`src/rtl/explosion_controller.sv`:
```
// Explosion sprite controller: a small pool of animated explosion slots plus a
// two-stage pixel pipeline that looks up the winning slot's sprite in an external ROM.
module explosion_controller #(
  parameter int         NUM_SLOTS   = 4,
  parameter int         NUM_FRAMES  = 8,
  parameter int         FRAME_HOLD  = 4,
  parameter logic [3:0] TRANSPARENT = 4'h1
) (
  input  logic        Clk,
  input  logic        Reset,
  input  logic        frame_tick,
  input  logic        trigger,
  input  logic [9:0]  trig_x,
  input  logic [9:0]  trig_y,
  input  logic [9:0]  DrawX,
  input  logic [9:0]  DrawY,
  output logic [12:0] rom_addr,
  input  logic [3:0]  rom_data,
  output logic        expl_on,
  output logic [3:0]  expl_index,
  output logic        full,
  output logic [2:0]  active_count,
  output logic        expl_done
);

  localparam int SW = (NUM_SLOTS > 1) ? $clog2(NUM_SLOTS) : 1;
  localparam int HW = (FRAME_HOLD > 1) ? $clog2(FRAME_HOLD) : 1;
  localparam logic [2:0]    FRAME_LAST = 3'(NUM_FRAMES - 1);
  localparam logic [HW-1:0] HOLD_LAST  = HW'(FRAME_HOLD - 1);

  typedef enum logic {
    SLOT_IDLE   = 1'b0,
    SLOT_ACTIVE = 1'b1
  } slot_state_e;

  typedef struct packed {
    slot_state_e   state;
    logic [9:0]    x;
    logic [9:0]    y;
    logic [2:0]    frame;
    logic [HW-1:0] hold;
  } slot_t;

  slot_t slot_q [NUM_SLOTS];
  slot_t slot_d [NUM_SLOTS];

  logic          done_d, done_q;
  logic [2:0]    count;
  logic          free_found;
  logic [SW-1:0] free_idx;
  logic          alloc_en;

  logic          hit;
  logic [2:0]    win_frame;
  logic [4:0]    win_row;
  logic [4:0]    win_col;

  logic [12:0]   rom_addr_q;
  logic          hit_q;
  logic          expl_on_q;
  logic [3:0]    expl_index_q;

  // 11-bit compare so a sprite near the right/bottom edge never wraps to column/row 0.
  function automatic logic in_span(input logic [9:0] pos, input logic [9:0] base);
    return ({1'b0, pos} >= {1'b0, base}) && ({1'b0, pos} < ({1'b0, base} + 11'd32));
  endfunction

  // Occupancy is taken from registered state only, so a slot retiring this
  // cycle still counts as busy and cannot be reallocated until the next one.
  always_comb begin
    // NOTE: every combinational output gets a default before any branch; a path
    // that leaves a signal unassigned would infer a latch.
    count      = '0;
    free_found = 1'b0;
    free_idx   = '0;
    for (int i = 0; i < NUM_SLOTS; i++) begin
      if (slot_q[i].state == SLOT_ACTIVE) begin
        count = count + 3'd1;
      end else if (!free_found) begin
        free_found = 1'b1;
        free_idx   = SW'(i);
      end
    end
  end

  assign alloc_en = trigger && free_found;

  always_comb begin
    done_d = 1'b0;
    for (int i = 0; i < NUM_SLOTS; i++) begin
      slot_d[i] = slot_q[i];
      if (frame_tick && slot_q[i].state == SLOT_ACTIVE) begin
        if (slot_q[i].hold == HOLD_LAST) begin
          slot_d[i].hold = '0;
          if (slot_q[i].frame == FRAME_LAST) begin
            slot_d[i].state = SLOT_IDLE;
            slot_d[i].frame = '0;
            done_d          = 1'b1;
          end else begin
            slot_d[i].frame = slot_q[i].frame + 3'd1;
          end
        end else begin
          slot_d[i].hold = slot_q[i].hold + 1'b1;
        end
      end
    end
    // The chosen slot is idle, so the tick above never touched it: it starts at 0/0.
    if (alloc_en) begin
      slot_d[free_idx] = '{state: SLOT_ACTIVE, x: trig_x, y: trig_y, frame: '0, hold: '0};
    end
  end

  // NOTE: the slot array is real state that gates allocation, so every entry is
  // reset; unlike a data RAM, leaving it unreset would make the pool X after power-up.
  always_ff @(posedge Clk or posedge Reset) begin
    if (Reset) begin
      for (int i = 0; i < NUM_SLOTS; i++) begin
        slot_q[i] <= '{state: SLOT_IDLE, x: '0, y: '0, frame: '0, hold: '0};
      end
      done_q <= 1'b0;
    end else begin
      // NOTE: sequential state uses non-blocking assignments so all registers
      // update together from pre-edge values.
      for (int i = 0; i < NUM_SLOTS; i++) begin
        slot_q[i] <= slot_d[i];
      end
      done_q <= done_d;
    end
  end

  // Lowest-numbered active slot covering the current pixel wins.
  always_comb begin
    hit       = 1'b0;
    win_frame = '0;
    win_row   = '0;
    win_col   = '0;
    for (int i = 0; i < NUM_SLOTS; i++) begin
      if (!hit && slot_q[i].state == SLOT_ACTIVE &&
          in_span(DrawX, slot_q[i].x) && in_span(DrawY, slot_q[i].y)) begin
        hit       = 1'b1;
        win_frame = slot_q[i].frame;
        win_row   = DrawY[4:0] - slot_q[i].y[4:0];
        win_col   = DrawX[4:0] - slot_q[i].x[4:0];
      end
    end
  end

  always_ff @(posedge Clk or posedge Reset) begin
    if (Reset) begin
      rom_addr_q   <= '0;
      hit_q        <= 1'b0;
      expl_on_q    <= 1'b0;
      expl_index_q <= '0;
    end else begin
      rom_addr_q   <= hit ? {win_frame, win_row, win_col} : 13'd0;
      hit_q        <= hit;
      expl_on_q    <= hit_q && (rom_data != TRANSPARENT);
      expl_index_q <= rom_data;
    end
  end

  assign rom_addr     = rom_addr_q;
  assign expl_on      = expl_on_q;
  assign expl_index   = expl_index_q;
  assign expl_done    = done_q;
  assign active_count = count;
  assign full         = (count == 3'(NUM_SLOTS));

endmodule
```
`config.mk`:
```
export PLATFORM = sky130hd
export DESIGN_NAME = explosion_controller
export DESIGN_NICKNAME = d
export VERILOG_FILES = /design/src/rtl/explosion_controller.sv
export SDC_FILE = /design/constraint.sdc
export NUM_CORES = 1
export LEC_CHECK = 0
export ABC_CLOCK_PERIOD_IN_PS = 11700
export BUFFER_PORTS_ARGS = -buffer_cell sky130_fd_sc_hd__buf_2
export CORE_MARGIN = 2
export CORE_UTILIZATION = 47
export CTS_CLUSTER_DIAMETER = 30
export CTS_CLUSTER_SIZE = 14
export DETAILED_ROUTE_END_ITERATION = 8
export GPL_TIMING_DRIVEN = 1
export HOLD_SLACK_MARGIN = 0.03
export PLACE_DENSITY = 0.77
export SYNTH_ARGS = -nofsm -noshare
export SYNTH_HDL_FRONTEND = slang
export SYNTH_SLANG_ARGS = --single-unit
```
`constraint.sdc`:
```
create_clock -name Clk -period 11.7 [get_ports Clk]
set_input_delay 2.34 -clock Clk [delete_from_list [all_inputs] [get_ports Clk]]
set_output_delay 2.34 -clock Clk [all_outputs]
set_load 0.03 [all_outputs]
```
==> reports/qor.txt, run 1 <==
Outcome = complete, no violations
Synthesized cell area = 0.00913 mm^2
Grt ovf = 0
Fillers = 1722
Worst path top cell family by delay = compound AO/OA/AOI/OAI gates
Data arrival time of the worst path = 6.03 ns
Seq pwr share = 26.8%
H-tree levels = 4
Routed via count = 7695
Peak supply drop = 0.000151 V
Clock Path Buffers = 2
Hold path cells = 1
Yosys warnings = 0
Dominant synthesized flop cell = dfrtp_1
Initial Utilization = 48.3%
Worst Reg-to-Reg Cells = 11
Most used cell, CP = or4_1
Wirelength per Cell = 18.1 um
Global-route usage over all layers = 24.8%
Clk root buf = clkbuf_16
Worst-Skew Late Latency = 0.43 ns
Switching pwr = 0.00118 W
Worst-Margin Slew = 1.18 ns
Crit path buffers/inverters = 2
Initial antenna violation count = 1
Clock Sinks = 124
Avg Cell Area, Syn = 9.06 um^2
CP Launch Type = primary input
Post-route minimum period = 5.72 ns
Register bit count reported by yosys = 124
Gate power share = 54.8%
Critical Path Slowest Stage Cell = a311oi_4
Commonest cells after routing, fill and taps aside = ha_1, dfrtp_1, nand2_1
Crit path max fanout = 28
Cell Chain, Critical Path = buf_2 -> ha_1 -> nor2b_1 -> o31ai_1 -> a311oi_1 -> or4_1 -> a311oi_4 -> or4_1 -> inv_1 -> a22o_1
Setup crit end kind = register
Drt first-iter violations = 591
CTS clk-pin slew, worst paths = 0.06 ns
DR pass1 iterations = 5
DIE AREA = 0.0206 mm^2
Setup TNS = 0 ns
Largest net degree at the start of global routing = 82
Static Leak = 5.01 nW
Die width = 143 um
Layout cells sized above 1 = 11.7%
Syn nets = 1208
Reg2reg setup slack = 7.45 ns
Area taken by flip-flops and latches = 0.00310 mm^2
Max-slew headroom = 21.0%
Sequential share of the synthesized area = 34.0%
Setup crit start = DrawY[1]
Routability cong. = 0.969
Slowest stage delay, CP = 0.96 ns
Min-delay src = hit_q$_DFF_PP0_
Worst hold margin = 0.488 ns
Die H = 143 um
Most common cell after layout, fill and taps aside = ha_1
Internal = 0.00151 W
FP Rows = 50
Diode count = 0
Maxcap violations = 0
Crit share post-route = 48.9%
First-pass GRT wire length = 38700 um
Final setup vio count = 0
Fmax = 175 MHz
Clk network pwr share = 18.5%
Post-synthesis cell type count = 68
DRT Wirelength = 24400 um
Ys async rst share = 100%
Hold buffers post-CTS = 0
PortBufs = 70
Sw Ratio = 44.0%
WS Path Type = primary input to register
Top Ports = 71
Total Power = 0.00269 W
Number of synthesized flops with an enable pin = 0
Hold Vio Cnt, Final = 0
Routed Antenna Nets = 0
Worst min path class = register to register
Final routed DRC violation total = 0
Setup Skew = 0.00845 ns
Power per Cell Area = 261 mW/mm^2
CP required = 12.01 ns
Worst hold endpoint = expl_on$_DFF_PP0_
Layout Nets = 1276
Vias in the first global route = 7474
Area grow syn2layout = 12.8%
HPWL Detailed = 18500 um
Cells resized by post-CTS repair = 0
Reg2reg end = rom_addr[6]$_DFF_PP0_
Finished Core Util = 54.5%
Vias per cell = 5.71
Post-Syn Instances = 1008
Fin. max-slew vios = 0
Multi-input gate area = 0.00553 mm^2
Cts bufs inserted = 17
Core ar. = 0.0189 mm^2
CTS tree = done
Post CTS Setup Buffer Count = 0
RSZ-0062 raised after global routing = false
-- cell usage after synthesis (10+ instances only) --
cell type,number,share of area [%]
a211oi_1,15,1.2
a21o_1,18,1.5
a21oi_1,52,2.9
clkbuf_1,21,0.86
dfrtp_1,124,34
ha_1,144,20
inv_1,104,4.3
nand2_1,117,4.8
nand2b_1,11,0.75
nand3_1,41,2.2
nor2_1,42,1.7
nor2b_1,11,0.75
nor3_1,19,1.0
o21ai_0,104,5.7
xnor2_1,36,3.5
xor2_1,10,0.96
-- worst max path at each step --
stage	cells past startpoint	end	slack, ns
floorplan	1	async pin	6.06
global placement	10	rom_addr[12]$_DFF_PP0_	5.71
detailed placement	10	rom_addr[11]$_DFF_PP0_	5.56
CTS	10	rom_addr[11]$_DFF_PP0_	6.00
global route	10	rom_addr[6]$_DFF_PP0_	5.70
finish	10	rom_addr[6]$_DFF_PP0_	5.98
-- worst reg2reg max path, delay by kind of cell (launching register included) --
kind / cells / cell delay, ns
AO/OA/AOI/OAI: 4 / 1.56
AND/OR/NAND/NOR: 3 / 1.26
adder cells (fa/ha/maj): 2 / 0.61
flip-flops: 1 / 0.45
buffers and inverters: 2 / 0.25
-- layout make-up --
class                           count  share of cell area [%]
Clock buffer                       20                    4.44
Clock inverter                     11                   0.936
Inverter                          105                    3.85
Multi-Input combinational cell    753                    53.7
Sequential cell                   124                    30.1
Tap cell                          260                    3.16
Timing Repair Buffer               75                    3.77
-- metrics by stage --
step / setup WS (ns) / area, um^2 / std cells
after floorplan: 6.06 / 9130 / 1008
after global placement: 5.71 / 9740 / 1317
after detailed placement: 5.56 / 9740 / 1317
after CTS: 6.00 / 10300 / 1348
after global routing: 5.70 / 10300 / 1348
final: 5.98 / 10300 / 1348
-- routing by layer --
layer	GRT usage [%]	vias to the layer above	wire [um]
li1	-	3709	-
met1	33.1	3693	11000
met2	39.7	238	11200
met3	4.40	53	1360
met4	10.3	2	807
met5	0	-	15
-- cells by family after synthesis --
group,count (synthesis),synth area share (%)
flops,124,34.0
xor+xnor,46,4.41
simple gates,276,14.1
fa+ha+maj,152,21.5
buf+inv,131,5.65
compound gates,263,18.5
mux,16,1.85
-- power groups by stage --
stage	logic, W	registers (W)	clock network, W
final	0.00147	0.000719	0.000497
after global routing	0.00165	0.000740	0.000522
after CTS	0.00146	0.000718	0.000504
after detailed placement	0.00144	0.000724	0
after global placement	0.00140	0.000716	0
after floorplan	0.00107	0.000704	0
Note: power is estimated with default switching activity, not from simulation.
==> run 2, diff against run 1 <==
- ABC_AREA: unset -> 1
- ABC_CLOCK_PERIOD_IN_PS: 11700 -> 5200
- PLACE_DENSITY: 0.77 -> 0.79
- clock period: 11.7 -> 5.2 ns (I/O delays scaled with it)
==> run 2 against run 1 <==
Compared with the run above: sequential share of layout area decreased by 1.8 points; combinational power grew 140%; non-clock buffer count up 1; highest routed layer is now met4; final area up 6.4%; register-to-register slack got worse by 5.3 ns.
==> reports/qor.txt, run 2 <==
Area leader, netlist = dfrtp_1
Most frequent cell after synthesis = nand2_1
HPWL Detailed = 19600 um (+5.9%)
Synthesized cell area = 0.00975 mm^2 (+6.8%)
Setup Skew = 0.00832 ns (-0.000131 ns)
Syn nets = 1467 (+21%)
Crit path max fanout = 6 (-79%)
Diode count = 0 (unchanged)
Layout cells sized above 1 = 11.1% (-0.59 points)
Outcome = complete, no violations
RSZ-0062 raised after global routing = false
Fmax = 284 MHz
Synth top area share = 31.8% (-2.2 points)
PortBufs = 70 (unchanged)
Clock Sinks = 124 (unchanged)
Area grow syn2layout = 12.4%
Clk root buf = clkbuf_16
DRT Wirelength = 25300 um (+3.9%)
Ys async rst share = 100% (unchanged)
Post-route minimum period = 3.52 ns
Die width = 148 um (+3.3%)
Die H = 148 um (+3.3%)
DR pass1 iterations = 5 (unchanged)
Fillers = 1891 (+9.8%)
Static Leak = 5.74 nW (+15%)
XOR/XNOR Fraction of Synth Area = 3.95% (-0.46 points)
Crit share post-route = 67.6%
Cts bufs inserted = 17 (unchanged)
Avg Cell Area, Syn = 7.70 um^2 (-15%)
Metal2 WL = 12400 um (+11%)
Worst Reg-to-Reg Cells = 16 (+5)
Vias per cell = 5.31 (-7.0%)
Post-Syn Instances = 1267 (+26%)
Met1 wire length = 11000 um (+0.34%)
Initial Utilization = 48.0% (-0.28 points)
CTS tree = done
Worst min path class = register to register
Largest cells by area after synthesis = dfrtp_1, ha_1, nand2_1
Vias in the first global route = 8281 (+11%)
Largest family of logic cells by synthesized area = simple AND/OR/NAND/NOR gates
Post-synthesis simple-gate area fraction = 23.4% (+9.3 points)
Post CTS Setup Buffer Count = 0 (unchanged)
Hold Vio Cnt, Final = 0 (unchanged)
Hold buffers post-CTS = 0 (unchanged)
WS Path Type = register to output port
Clock Path Buffers = 2 (unchanged)
Register bit count reported by yosys = 124 (unchanged)
Reg2reg end = rom_addr[9]$_DFF_PP0_
Synth top cells by count = nand2_1, inv_1, ha_1, dfrtp_1, o21ai_0
Mux cell area share after synthesis = 0.462% (-1.4 points)
Wirelength per Cell = 15.6 um (-14%)
Number of synthesized flops with an enable pin = 0 (unchanged)
Setup crit end kind = output port
DIE AREA = 0.0219 mm^2 (+6.6%)
Routability cong. = 0.915 (-5.6%)
Total Power = 0.00651 W (+140%)
Routed Antenna Nets = 0 (unchanged)
Global-route usage over all layers = 24.1% (-0.63 points)
Largest net degree at the start of global routing = 61 (-26%)
Sequential share of the synthesized area = 31.8% (-2.2 points)
Reg2reg setup slack = 2.20 ns (-5.25 ns)
First-pass GRT wire length = 41400 um (+6.9%)
Post-synthesis cell type count = 45 (-34%)
CP required = 4.16 ns (-7.85 ns)
Area taken by flip-flops and latches = 0.00310 mm^2 (unchanged)
Max-slew headroom = 49.0% (+28 points)
Fin. max-slew vios = 0 (unchanged)
Multi-input gate area = 0.00580 mm^2 (+4.8%)
Yosys warnings = 0 (unchanged)
Drt first-iter violations = 646 (+9.3%)
Final setup vio count = 0 (unchanged)
Setup TNS = 0 ns (unchanged)
Core ar. = 0.0203 mm^2 (+7.4%)
Worst-Skew Late Latency = 0.43 ns (about the same)
Area fraction in compound gates after synthesis = 11.4% (-7.0 points)
Most common cell after layout, fill and taps aside = nand2_1
Power per Cell Area = 594 mW/mm^2 (+130%)
Initial antenna violation count = 0 (-1)
CTS clk-pin slew, worst paths = 0.06 ns (about the same)
Metal3 WL = 1120 um (-18%)
DR top layer = met4
Layout Nets = 1540 (+21%)
CP Launch Type = register
Grt ovf = 0 (unchanged)
Top Ports = 71 (unchanged)
Synth Area in Adders = 20.1% (-1.4 points)
Dominant synthesized flop cell = dfrtp_1
Hold path cells = 2 (+1)
Peak supply drop = 0.000311 V (+110%)
Final routed DRC violation total = 0 (unchanged)
Commonest cells after routing, fill and taps aside = nand2_1, inv_1, ha_1
H-tree levels = 4 (unchanged)
Data arrival time of the worst path = 2.48 ns (-3.55 ns)
Routed via count = 8620 (+12%)
Maxcap violations = 0 (unchanged)
Worst-Margin Slew = 0.764 ns (-0.415 ns)
Cells resized by post-CTS repair = 0 (unchanged)
FP Rows = 52 (+4.0%)
## run 2: changes by cell type in the layout (fill, tap and decap cells not counted), sizes merged, moves of 14 or more
cell | before | now
a21o | 18 | 4
nor3 | 21 | 7
nor2 | 42 | 99
xor2 | 10 | 27
nand2 | 117 | 309
a21oi | 53 | 68
xnor2 | 36 | 17
inv | 105 | 198
nand3 | 41 | 69
## run 2: stage by stage
| step | instances | util, % | hold WS (ns) | instance area, um^2 | setup slack, ns |
|---|---|---|---|---|---|
| detailed placement | 1591 | 51.1 | 0.474 | 10400 | 1.61 |
| finish | 1623 | 54.0 | 0.487 | 11000 | 1.68 |
| CTS | 1623 | 54.0 | 0.488 | 11000 | 1.69 |
| global placement | 1591 | 51.1 | 0.468 | 10400 | 1.68 |
| global route | 1623 | 54.0 | 0.505 | 11000 | 1.50 |
| floorplan | 1267 | - | 0.433 | 9750 | 0.861 |
## run 2: worst max-delay path by stage
stage | from | to | slack (ns)
after floorplan | Reset | async pin | 0.86
after global placement | DrawY[0] | rom_addr[0]$_DFF_PP0_ | 1.68
after detailed placement | DrawX[0] | rom_addr[9]$_DFF_PP0_ | 1.61
after CTS | slot_q[77]$_DFF_PP0_ | full | 1.69
after global routing | slot_q[77]$_DFF_PP0_ | full | 1.50
final | slot_q[77]$_DFF_PP0_ | full | 1.68
## run 2: logic make-up after synthesis
group | count (synthesis)
XOR/XNOR | 44
AND/OR/NAND/NOR | 519
multiplexers | 4
flip-flops | 124
AO/OA/AOI/OAI | 204
buffers and inverters | 220
adder cells (fa/ha/maj) | 152
## run 2: critical path, cell delays in order (launching register included)
cell and delay, ns:
dfrtp_1 0.52, inv_1 0.13, ha_1 0.34, xor2_1 0.24, ha_1 0.27, nand2_1 0.07, nand2_1 0.06, nor3_1 0.19
buf_2 0.23
## run 2: final cells by class
class	count	share of cell area, %
repair buffers	76	3.61
well taps	270	3.08
flip-flops and latches	124	28.3
clock buffers	21	4.20
clock inverters	11	1.07
multi-input cells	923	52.9
inverters	198	6.81
## run 2: report_power, final
group	leakage, nW	internal (W)	switching (W)
Clock	0.283	0.000728	0.000465
Combinational	3.91	0.00135	0.00225
Sequential	1.55	0.00137	0.000347
## run 2: per-layer routing
layer | vias up | global-route usage (%)
met2 | 234 | 41.7
met1 | 4066 | 30.1
met3 | 50 | 3.89
met4 | 0 | 9.71
met5 | - | 0
li1 | 4270 | -
